`config.mk`:
```
export PLATFORM = sky130hd
export DESIGN_NAME = commit_monitor
export DESIGN_NICKNAME = d
export VERILOG_FILES = /design/src/rtl/npc_dbg_pkg.sv /design/src/rtl/shadow_rf.sv /design/src/rtl/commit_monitor.sv
export SDC_FILE = /design/constraint.sdc
export NUM_CORES = 1
export LEC_CHECK = 0
export BUFFER_PORTS_ARGS = -buffer_cell sky130_fd_sc_hd__buf_2
export CORE_AREA = 2 2 511 513
export DETAILED_ROUTE_END_ITERATION = 10
export DIE_AREA = 0 0 513 515
export GPL_ROUTABILITY_DRIVEN = 0
export SETUP_SLACK_MARGIN = 0.15
export SLEW_MARGIN = 20
export SYNTH_ARGS = -nofsm -noshare
export SYNTH_HDL_FRONTEND = slang
export SYNTH_SLANG_ARGS = --single-unit
```
`constraint.sdc`:
```
create_clock -name clk -period 4.55 [get_ports clk]
set_input_delay 0.2275 -clock clk [delete_from_list [all_inputs] [get_ports clk]]
set_output_delay 0.2275 -clock clk [all_outputs]
set_load 0.1 [all_outputs]
```
`src/rtl/npc_dbg_pkg.sv`:
```
// Shared constants and state type for the commit monitor.
// Holds the ebreak encoding, reset PC and the default watchdog limit.
package npc_dbg_pkg;
  localparam logic [31:0] EBREAK_INST = 32'h0010_0073;
  localparam logic [31:0] RESET_PC = 32'h8000_0000;
  localparam int WATCHDOG_DEFAULT = 4096;

  typedef enum logic [1:0] {
    RUN,
    HALT,
    TIMEOUT
  } state_t;
endpackage

```
`src/rtl/shadow_rf.sv`:
```
// Shadow GPR file x1..x31: one write port, every entry visible in parallel.
// Ports: clk, rst_n (async clear), we/waddr/wdata write port, regs out.
module shadow_rf (
  input  logic              clk,
  input  logic              rst_n,
  input  logic              we,
  input  logic [4:0]        waddr,
  input  logic [31:0]       wdata,
  output logic [31:1][31:0] regs
);

  always_ff @(posedge clk or negedge rst_n) begin
    if (!rst_n) begin
      regs <= '0;
    end else if (we && waddr != 5'd0) begin
      regs[waddr] <= wdata;
    end
  end

endmodule

```
`src/rtl/commit_monitor.sv`:
```
// Retirement monitor: shadows GPRs, emits difftest pulses, counts, halts.
// Ports: clk, rst_n, wb_* retire bus in; dt_*, rf_*, counters, status out.
module commit_monitor
  import npc_dbg_pkg::*;
#(
  parameter int WATCHDOG_CYCLES = WATCHDOG_DEFAULT
) (
  input  logic        clk,
  input  logic        rst_n,
  input  logic        wb_valid,
  input  logic [31:0] wb_pc,
  input  logic [31:0] wb_inst,
  input  logic        wb_rf_we,
  input  logic [4:0]  wb_rf_waddr,
  input  logic [31:0] wb_rf_wdata,
  output logic        dt_valid,
  output logic [31:0] dt_pc,
  output logic [31:0] rf_0,
  output logic [31:0] rf_1,
  output logic [31:0] rf_2,
  output logic [31:0] rf_3,
  output logic [31:0] rf_4,
  output logic [31:0] rf_5,
  output logic [31:0] rf_6,
  output logic [31:0] rf_7,
  output logic [31:0] rf_8,
  output logic [31:0] rf_9,
  output logic [31:0] rf_10,
  output logic [31:0] rf_11,
  output logic [31:0] rf_12,
  output logic [31:0] rf_13,
  output logic [31:0] rf_14,
  output logic [31:0] rf_15,
  output logic [31:0] rf_16,
  output logic [31:0] rf_17,
  output logic [31:0] rf_18,
  output logic [31:0] rf_19,
  output logic [31:0] rf_20,
  output logic [31:0] rf_21,
  output logic [31:0] rf_22,
  output logic [31:0] rf_23,
  output logic [31:0] rf_24,
  output logic [31:0] rf_25,
  output logic [31:0] rf_26,
  output logic [31:0] rf_27,
  output logic [31:0] rf_28,
  output logic [31:0] rf_29,
  output logic [31:0] rf_30,
  output logic [31:0] rf_31,
  output logic [63:0] inst_cnt,
  output logic [63:0] cycle_cnt,
  output logic        halt,
  output logic        good_trap,
  output logic        timeout
);

  localparam int WD_W = $clog2(WATCHDOG_CYCLES);
  localparam logic [WD_W-1:0] WD_LAST = WD_W'(WATCHDOG_CYCLES - 1);

  state_t           state;
  state_t           state_nx;
  logic [WD_W-1:0]  wd;
  logic             trap_ok;
  logic [31:1][31:0] regs;

  logic run;
  logic commit;
  logic is_ebreak;
  logic expire;

  assign run       = (state == RUN);
  assign commit    = wb_valid && run;
  assign is_ebreak = (wb_inst == EBREAK_INST);
  // a commit on the last watchdog cycle rescues the run
  assign expire    = run && !commit && (wd == WD_LAST);

  shadow_rf u_rf (
    .clk   (clk),
    .rst_n (rst_n),
    .we    (commit && wb_rf_we),
    .waddr (wb_rf_waddr),
    .wdata (wb_rf_wdata),
    .regs  (regs)
  );

  always_ff @(posedge clk or negedge rst_n) begin
    if (!rst_n) state <= RUN;
    else        state <= state_nx;
  end

  always_comb begin
    state_nx = state;
    unique case (1'b1)
      commit && is_ebreak: state_nx = HALT;
      expire:              state_nx = TIMEOUT;
      default:             state_nx = state;
    endcase
  end

  always_comb begin
    halt      = (state == HALT);
    timeout   = (state == TIMEOUT);
    good_trap = halt && trap_ok;
  end

  always_ff @(posedge clk or negedge rst_n) begin
    if (!rst_n) begin
      dt_valid  <= 1'b0;
      dt_pc     <= RESET_PC;
      inst_cnt  <= '0;
      cycle_cnt <= '0;
      wd        <= '0;
      trap_ok   <= 1'b0;
    end else begin
      dt_valid <= commit;
      if (commit) begin
        dt_pc    <= wb_pc;
        inst_cnt <= inst_cnt + 64'd1;
      end
      if (run) cycle_cnt <= cycle_cnt + 64'd1;
      if (commit)              wd <= '0;
      else if (run && !expire) wd <= wd + 1'b1;
      // x10 as seen before the ebreak retires
      if (commit && is_ebreak) trap_ok <= (regs[10] == 32'd0);
    end
  end

  assign rf_0  = 32'd0;
  assign rf_1  = regs[1];
  assign rf_2  = regs[2];
  assign rf_3  = regs[3];
  assign rf_4  = regs[4];
  assign rf_5  = regs[5];
  assign rf_6  = regs[6];
  assign rf_7  = regs[7];
  assign rf_8  = regs[8];
  assign rf_9  = regs[9];
  assign rf_10 = regs[10];
  assign rf_11 = regs[11];
  assign rf_12 = regs[12];
  assign rf_13 = regs[13];
  assign rf_14 = regs[14];
  assign rf_15 = regs[15];
  assign rf_16 = regs[16];
  assign rf_17 = regs[17];
  assign rf_18 = regs[18];
  assign rf_19 = regs[19];
  assign rf_20 = regs[20];
  assign rf_21 = regs[21];
  assign rf_22 = regs[22];
  assign rf_23 = regs[23];
  assign rf_24 = regs[24];
  assign rf_25 = regs[25];
  assign rf_26 = regs[26];
  assign rf_27 = regs[27];
  assign rf_28 = regs[28];
  assign rf_29 = regs[29];
  assign rf_30 = regs[30];
  assign rf_31 = regs[31];

endmodule

```
==> results of run 1 <==
## area by class of cell
cell class,instances,share of cell area [%]
sequential,1168,48.3
antenna,9,0.0372
multi-input combinational,1657,25.1
clock inverter,51,1.07
inverter,24,0.149
clock buffer,192,6.38
tap,3402,7.03
timing repair buffer,1362,12.0
## what timing repair did
| item | 4_1_cts | 5_1_grt |
|---|---|---|
| hold buffers | 49 | 0 |
| gates resized for setup | 0 | 0 |
| endpoints found under the setup margin | 0 | 0 |
| endpoints found under the hold margin | 96 | 0 |
## synthesized netlist by cell type (4+ instances only)
library cell	number	area share, %
and4_1	12	0.23
a21oi_1	4	0.044
and2_1	9	0.12
xnor2_1	64	1.2
nor3b_1	4	0.066
and3_1	15	0.21
buf_1	24	0.20
nand3_1	43	0.47
dfrtp_1	1167	64
o21ai_0	8	0.088
xor2_1	62	1.2
inv_1	24	0.20
nand2_1	194	1.6
mux2_2	993	25
nor3_1	57	0.63
buf_2	71	0.78
buf_4	33	0.55
nand4_1	48	0.66
nor4_1	32	0.44
clkbuf_1	116	0.96
nor2_1	40	0.33
## per-layer routing
layer / vias to the layer above / GRT usage (%)
li1: 13205 / -
met1: 16547 / 15.6
met2: 1477 / 23.9
met3: 323 / 4.66
met4: 0 / 6.37
met5: - / 0
## flip-flops by register name (all words and copies together) (netlist names)
| register | flops |
|---|---|
| u_rf.regs | 992 |
| cycle_cnt | 64 |
| inst_cnt | 64 |
| trap_ok | 1 |
| dt_valid | 1 |
| dt_pc | 32 |
| wd | 12 |
| state | 2 |
## worst reg2reg max path: stages (launching register included)
cell	delay, ns
dfrtp_1	0.45
or3b_1	0.39
buf_4	0.27
inv_2	0.23
buf_4	0.40
nand3_1	0.36
nor3_1	0.63
dlygate4sd3_1	0.68
mux2_2	0.34
## where the power goes
part           total, mW  internal (mW)  switching (mW)
logic               1.16          0.149            1.01
clock network       11.0           6.29            4.68
registers           10.5           10.4          0.0298
## cells by family (layout without fill, tap and decap cells)
family / Yosys count / count (layout)
flops: 1168 / 1168
mux: 996 / 996
simple gates: 481 / 481
buf+inv: 268 / 1629
xor+xnor: 126 / 126
compound gates: 19 / 19
fa+ha+maj: 3 / 3
other cells: 1 / 41
## through the flow
stage               utilization, %  power, mW  cell area [um^2]
detailed placement            21.5       11.8             55500
finish                        23.4       22.6             60600
global placement              21.5       11.8             55500
global route                  23.4       23.4             60600
CTS                           23.4       22.9             60500
floorplan                        -       11.2             45400
## how the worst max path moves through the flow
| stage | from | end | slack [ns] | depth (start not counted) |
|---|---|---|---|---|
| 2_1_floorplan | state[0]$_DFFE_PN0P_ | good_trap | 1.62 | 2 |
| 3_5_place_dp | wb_valid | u_rf.regs[97]$_DFFE_PN0P_ | 0.75 | 8 |
| 6_report | state[0]$_DFFE_PN0P_ | trap_ok$_DFFE_PN0P_ | 0.70 | 8 |
| 3_3_place_gp | wb_valid | u_rf.regs[97]$_DFFE_PN0P_ | 0.85 | 8 |
| 5_1_grt | state[0]$_DFFE_PN0P_ | trap_ok$_DFFE_PN0P_ | 0.61 | 8 |
| 4_1_cts | state[0]$_DFFE_PN0P_ | trap_ok$_DFFE_PN0P_ | 0.82 | 8 |
==> run metrics, run 1 <==
Layout Skew=0.0495 ns; min Tclk post-route=3.85 ns; Setup Viol. Count Final=0; Yosys reg bits=1168; cell area after synthesis=0.0453 mm^2; gr ovfl total=0; Async SR Flop Fraction=100%; vias in the first global route=32589; CP Launch Type=flip-flop; Post-route DRC=0; Seq/Total Area, Yosys=64.5%; met2 WL=93800 um; Crit Path Class=reg2reg; largest family of logic cells by synthesized area=multiplexers; H-Tree Depth=4; RSZ-0062 raised after global routing=false; CTS tree=done; dpl ws=0.747 ns; CP arrival=4.49 ns; final std cells w/o fill=7865; Slew HR=27.0%; largest net degree at the start of global routing=146; initial antenna violation count=26; clk sinks=1168; vias=31552; drt first pass iters=6; Crit path top cell by count=buf_4; Area Growth Syn to Fin=33.6%; Worst setup EP type=flip-flop; dpl cells=7564; Buffers on Ports=1260; share of layout cells above drive strength 1=57.5%; period utilization=84.7%; FF-to-FF End=trap_ok$_DFFE_PN0P_; Synth Area in XOR/XNOR=2.43%; first-pass GRT wire length=261000 um; Fin. Hold Viols=0; Hold Crit Class=in2async; final wirelength=191000 um; top achievable clock speed=0.259 GHz; post-CTS setup buffer count=0; Slew @ Worst Pin=1.10 ns; Post-Route M1 WL=71600 um; WL/cell=24.3 um; Power Density=373 mW/mm^2; Fill cells=27318; CP top delay family=buffers and inverters; max-cap viol count=0; Syn Inst Count=3062; worst reg2reg setup slack=0.70 ns; unique cell type count in the Yosys netlist=48; worst-case clock buffer depth=3; Worst EP required=5.18 ns; Leak=33.8 nW; Critical-path top delay cell=dlygate4sd3_1; CTS buffer count=134; Clk Latency, worst-skew pair=0.78 ns; met3 WL=17200 um; number of synthesized flops with an enable pin=0; FP Rows=187; # IOs=1293; final worst slack=0.695 ns; reg2reg path depth=8; Synth Area in Compound Gates=0.262%; count of buffer and inverter cells on the critical path=4; hold_ws=0.0743 ns; Max IR drop VDD=327 uV; Reg clk slew, reported paths=0.07 ns; critical path peak fanout=36; Avg Cell Area, Syn=14.8 um^2; DPL Wire Length=134000 um; Post-synth top flop=dfrtp_1; core footprint=0.259 mm^2; area of the multi-input gates=0.0152 mm^2; mux cell area share after synthesis=24.7%; commonest non-fill, non-tap cells in the layout=1259 x buf_2, 1167 x dfrtp_1, 993 x mux2_2; setup TNS=0 ns; status=complete, no violations; simple-gate share of the synthesized area=5.30%; Die Y=515 um; Initial Utilization=17.5%; Nets=4455; Antenna Nets Post-Route=0; Cell Chain, Critical Path=or3b_1 > buf_4 > inv_2 > buf_4 > nand3_1 > nor3_1 > dlygate4sd3_1 > mux2_2; root buf cell=clkbuf_16; Register Area=0.0292 mm^2; Yosys warnings=0; DIE WIDTH=513 um; CP max stage delay=0.68 ns; Crit Reg-Reg Startpoint=state[0]$_DFFE_PN0P_; GRT Util Overall=14.0%; vias per std cell=4.01; commonest non-fill, non-tap cell in the layout=buf_2; initial DRC count=1756; top layer in use=met4; Final Max Slew Viols=0; die area=0.264 mm^2; Post-Synth Adder-Cell Area=0.0828%
No activity file was read; power rests on OpenSTA's default activity.
==> run 2: changes to the inputs <==
clock period = 4 ns   (was 4.55 ns; I/O delays follow)
==> run 2 against run 1 <==
Sequential share of layout area shrank 0.095 points. Cell area grew 0.20%. Largest power group unchanged. Critical endpoint unchanged. Critical path depth shrank 1. Via count shrank 0.56%. Clock-buffer cell count grew 1. Hold slack gained 0.028 ns. Highest routed layer unchanged. Maximum frequency grew 15%. Clock skew shrank 0.0073 ns. Sequential power grew 13%. First-iteration DRC count shrank 9.5%.
==> run metrics, run 2 (synthesized netlist as in run 1, its figures left out) <==
gr ovfl total=0; dpl ws=0.913 ns; # IOs=1293; DPL Wire Length=136000 um; Antenna Nets Post-Route=0; Hold Crit Class=in2async; H-Tree Depth=4; Critical-path top delay cell=dlygate4sd3_1; CTS tree=done; initial antenna violation count=16; Slew HR=25.2%; largest net degree at the start of global routing=128; Die Y=515 um; Buffers on Ports=1260; worst-case clock buffer depth=3; DIE WIDTH=513 um; Final Max Slew Viols=0; post-CTS setup buffer count=0; CP arrival=3.99 ns; Top Registers=u_rf.regs: 992 flops, cycle_cnt: 64 flops, inst_cnt: 64 flops; Layout Skew=0.0422 ns; commonest non-fill, non-tap cell in the layout=buf_2; Slew @ Worst Pin=1.12 ns; commonest non-fill, non-tap cells in the layout=1259 x buf_2, 1167 x dfrtp_1, 993 x mux2_2; GRT Util Overall=14.0%; Largest Register=u_rf.regs; status=complete, no violations; Max IR drop VDD=366 uV; core footprint=0.259 mm^2; drt first pass iters=5; Reg clk slew, reported paths=0.06 ns; top achievable clock speed=0.299 GHz; final wirelength=192000 um; Register Area=0.0292 mm^2; Worst EP required=4.65 ns; Cell Chain, Critical Path=or3b_1 > inv_2 > buf_4 > nand3_1 > nor3_1 > dlygate4sd3_1 > mux2_2; Fill cells=27282; share of layout cells above drive strength 1=57.4%; setup TNS=0 ns; initial DRC count=1589; FP Rows=187; Initial Utilization=17.5%; CP Launch Type=flip-flop; Post-route DRC=0; Fin. Hold Viols=0; Power Density=425 mW/mm^2; max-cap viol count=0; die area=0.264 mm^2; Clk Latency, worst-skew pair=0.77 ns; root buf cell=clkbuf_16; Crit Path Class=reg2reg; Worst setup EP type=flip-flop; period utilization=83.6%; WL/cell=24.4 um; vias in the first global route=33014; CP max stage delay=0.71 ns; area of the multi-input gates=0.0152 mm^2; RSZ-0062 raised after global routing=false; min Tclk post-route=3.35 ns; Setup Viol. Count Final=0; critical path peak fanout=36; first-pass GRT wire length=262000 um; vias per std cell=3.98; Area Growth Syn to Fin=33.9%; final worst slack=0.654 ns; clk sinks=1168; vias=31375; Leak=33.8 nW; Largest register FFs=992; Nets=4463; CTS buffer count=133
-- run 2: changes by cell type in the layout (fill, tap and decap cells not counted), moves of 2 or more --
cell,before,now
clkinv_4,5,2
bufinv_16,5,7
buf_4,47,51
clkbuf_16,136,134
clkbuf_1,31,35
buf_12,6,10
clkinv_2,22,18
-- run 2: through the flow --
step	power (mW)	cell area [um^2]	instances	utilization (%)	hold slack [ns]
after floorplan	12.8	45400	3093	-	-0.0956
after global placement	13.4	55700	7572	21.5	0.345
after detailed placement	13.5	55700	7572	21.5	0.333
after CTS	26.2	60700	7864	23.5	0.00585
after global routing	26.7	60700	7865	23.5	0.0360
final	25.8	60700	7874	23.5	0.103
-- run 2: layout make-up --
class	count	area share [%]
Timing Repair Buffer	1371	12.2
Clock buffer	193	6.29
Inverter	24	0.148
Multi-Input combinational cell	1657	25.0
Antenna cell	10	0.0412
Clock inverter	49	1.15
Tap cell	3402	7.01
Sequential cell	1168	48.2
-- run 2: worst paths after layout --
kind | startpoint | endpoint | slack, ns | depth (start not counted)
worst min-delay path | rst_n | u_rf.regs[259]$_DFFE_PN0P_ | 0.10 | 2
min in group clk | wb_inst[22] | state[0]$_DFFE_PN0P_ | 0.12 | 5
max in group asynchronous | rst_n | u_rf.regs[729]$_DFFE_PN0P_ | 2.35 | 4
worst max register to register | state[0]$_DFFE_PN0P_ | trap_ok$_DFFE_PN0P_ | 0.65 | 7
worst min register to register | inst_cnt[63]$_DFFE_PN0P_ | inst_cnt[63]$_DFFE_PN0P_ | 0.47 | 1
worst max-delay path | state[0]$_DFFE_PN0P_ | trap_ok$_DFFE_PN0P_ | 0.65 | 7
-- run 2: repair_timing --
action	in CTS	in global routing
endpoints found under the hold margin	148	0
resized for setup	0	0
hold buffers	50	0
-- run 2: report_power, final --
group | internal (mW) | switching [mW] | leakage (nW)
Clock | 7.20 | 5.38 | 2.19
Sequential | 11.9 | 0.0287 | 16.2
Combinational | 0.179 | 1.16 | 15.5
-- run 2: layer usage --
| layer | up-vias | global-route usage, % | routed length, um |
|---|---|---|---|
| met5 | - | 0 | 0 |
| met4 | 0 | 6.50 | 8990 |
| met3 | 330 | 5.22 | 17400 |
| met2 | 1377 | 24.1 | 94100 |
| met1 | 16464 | 15.2 | 71300 |
| li1 | 13204 | - | - |
-- run 2: worst max-delay path, delay by kind of cell (launching register included) --
family / cells / cell delay (ns)
buf+inv: 3 / 1.32
flops: 1 / 0.44
mux: 1 / 0.35
simple gates: 3 / 1.10
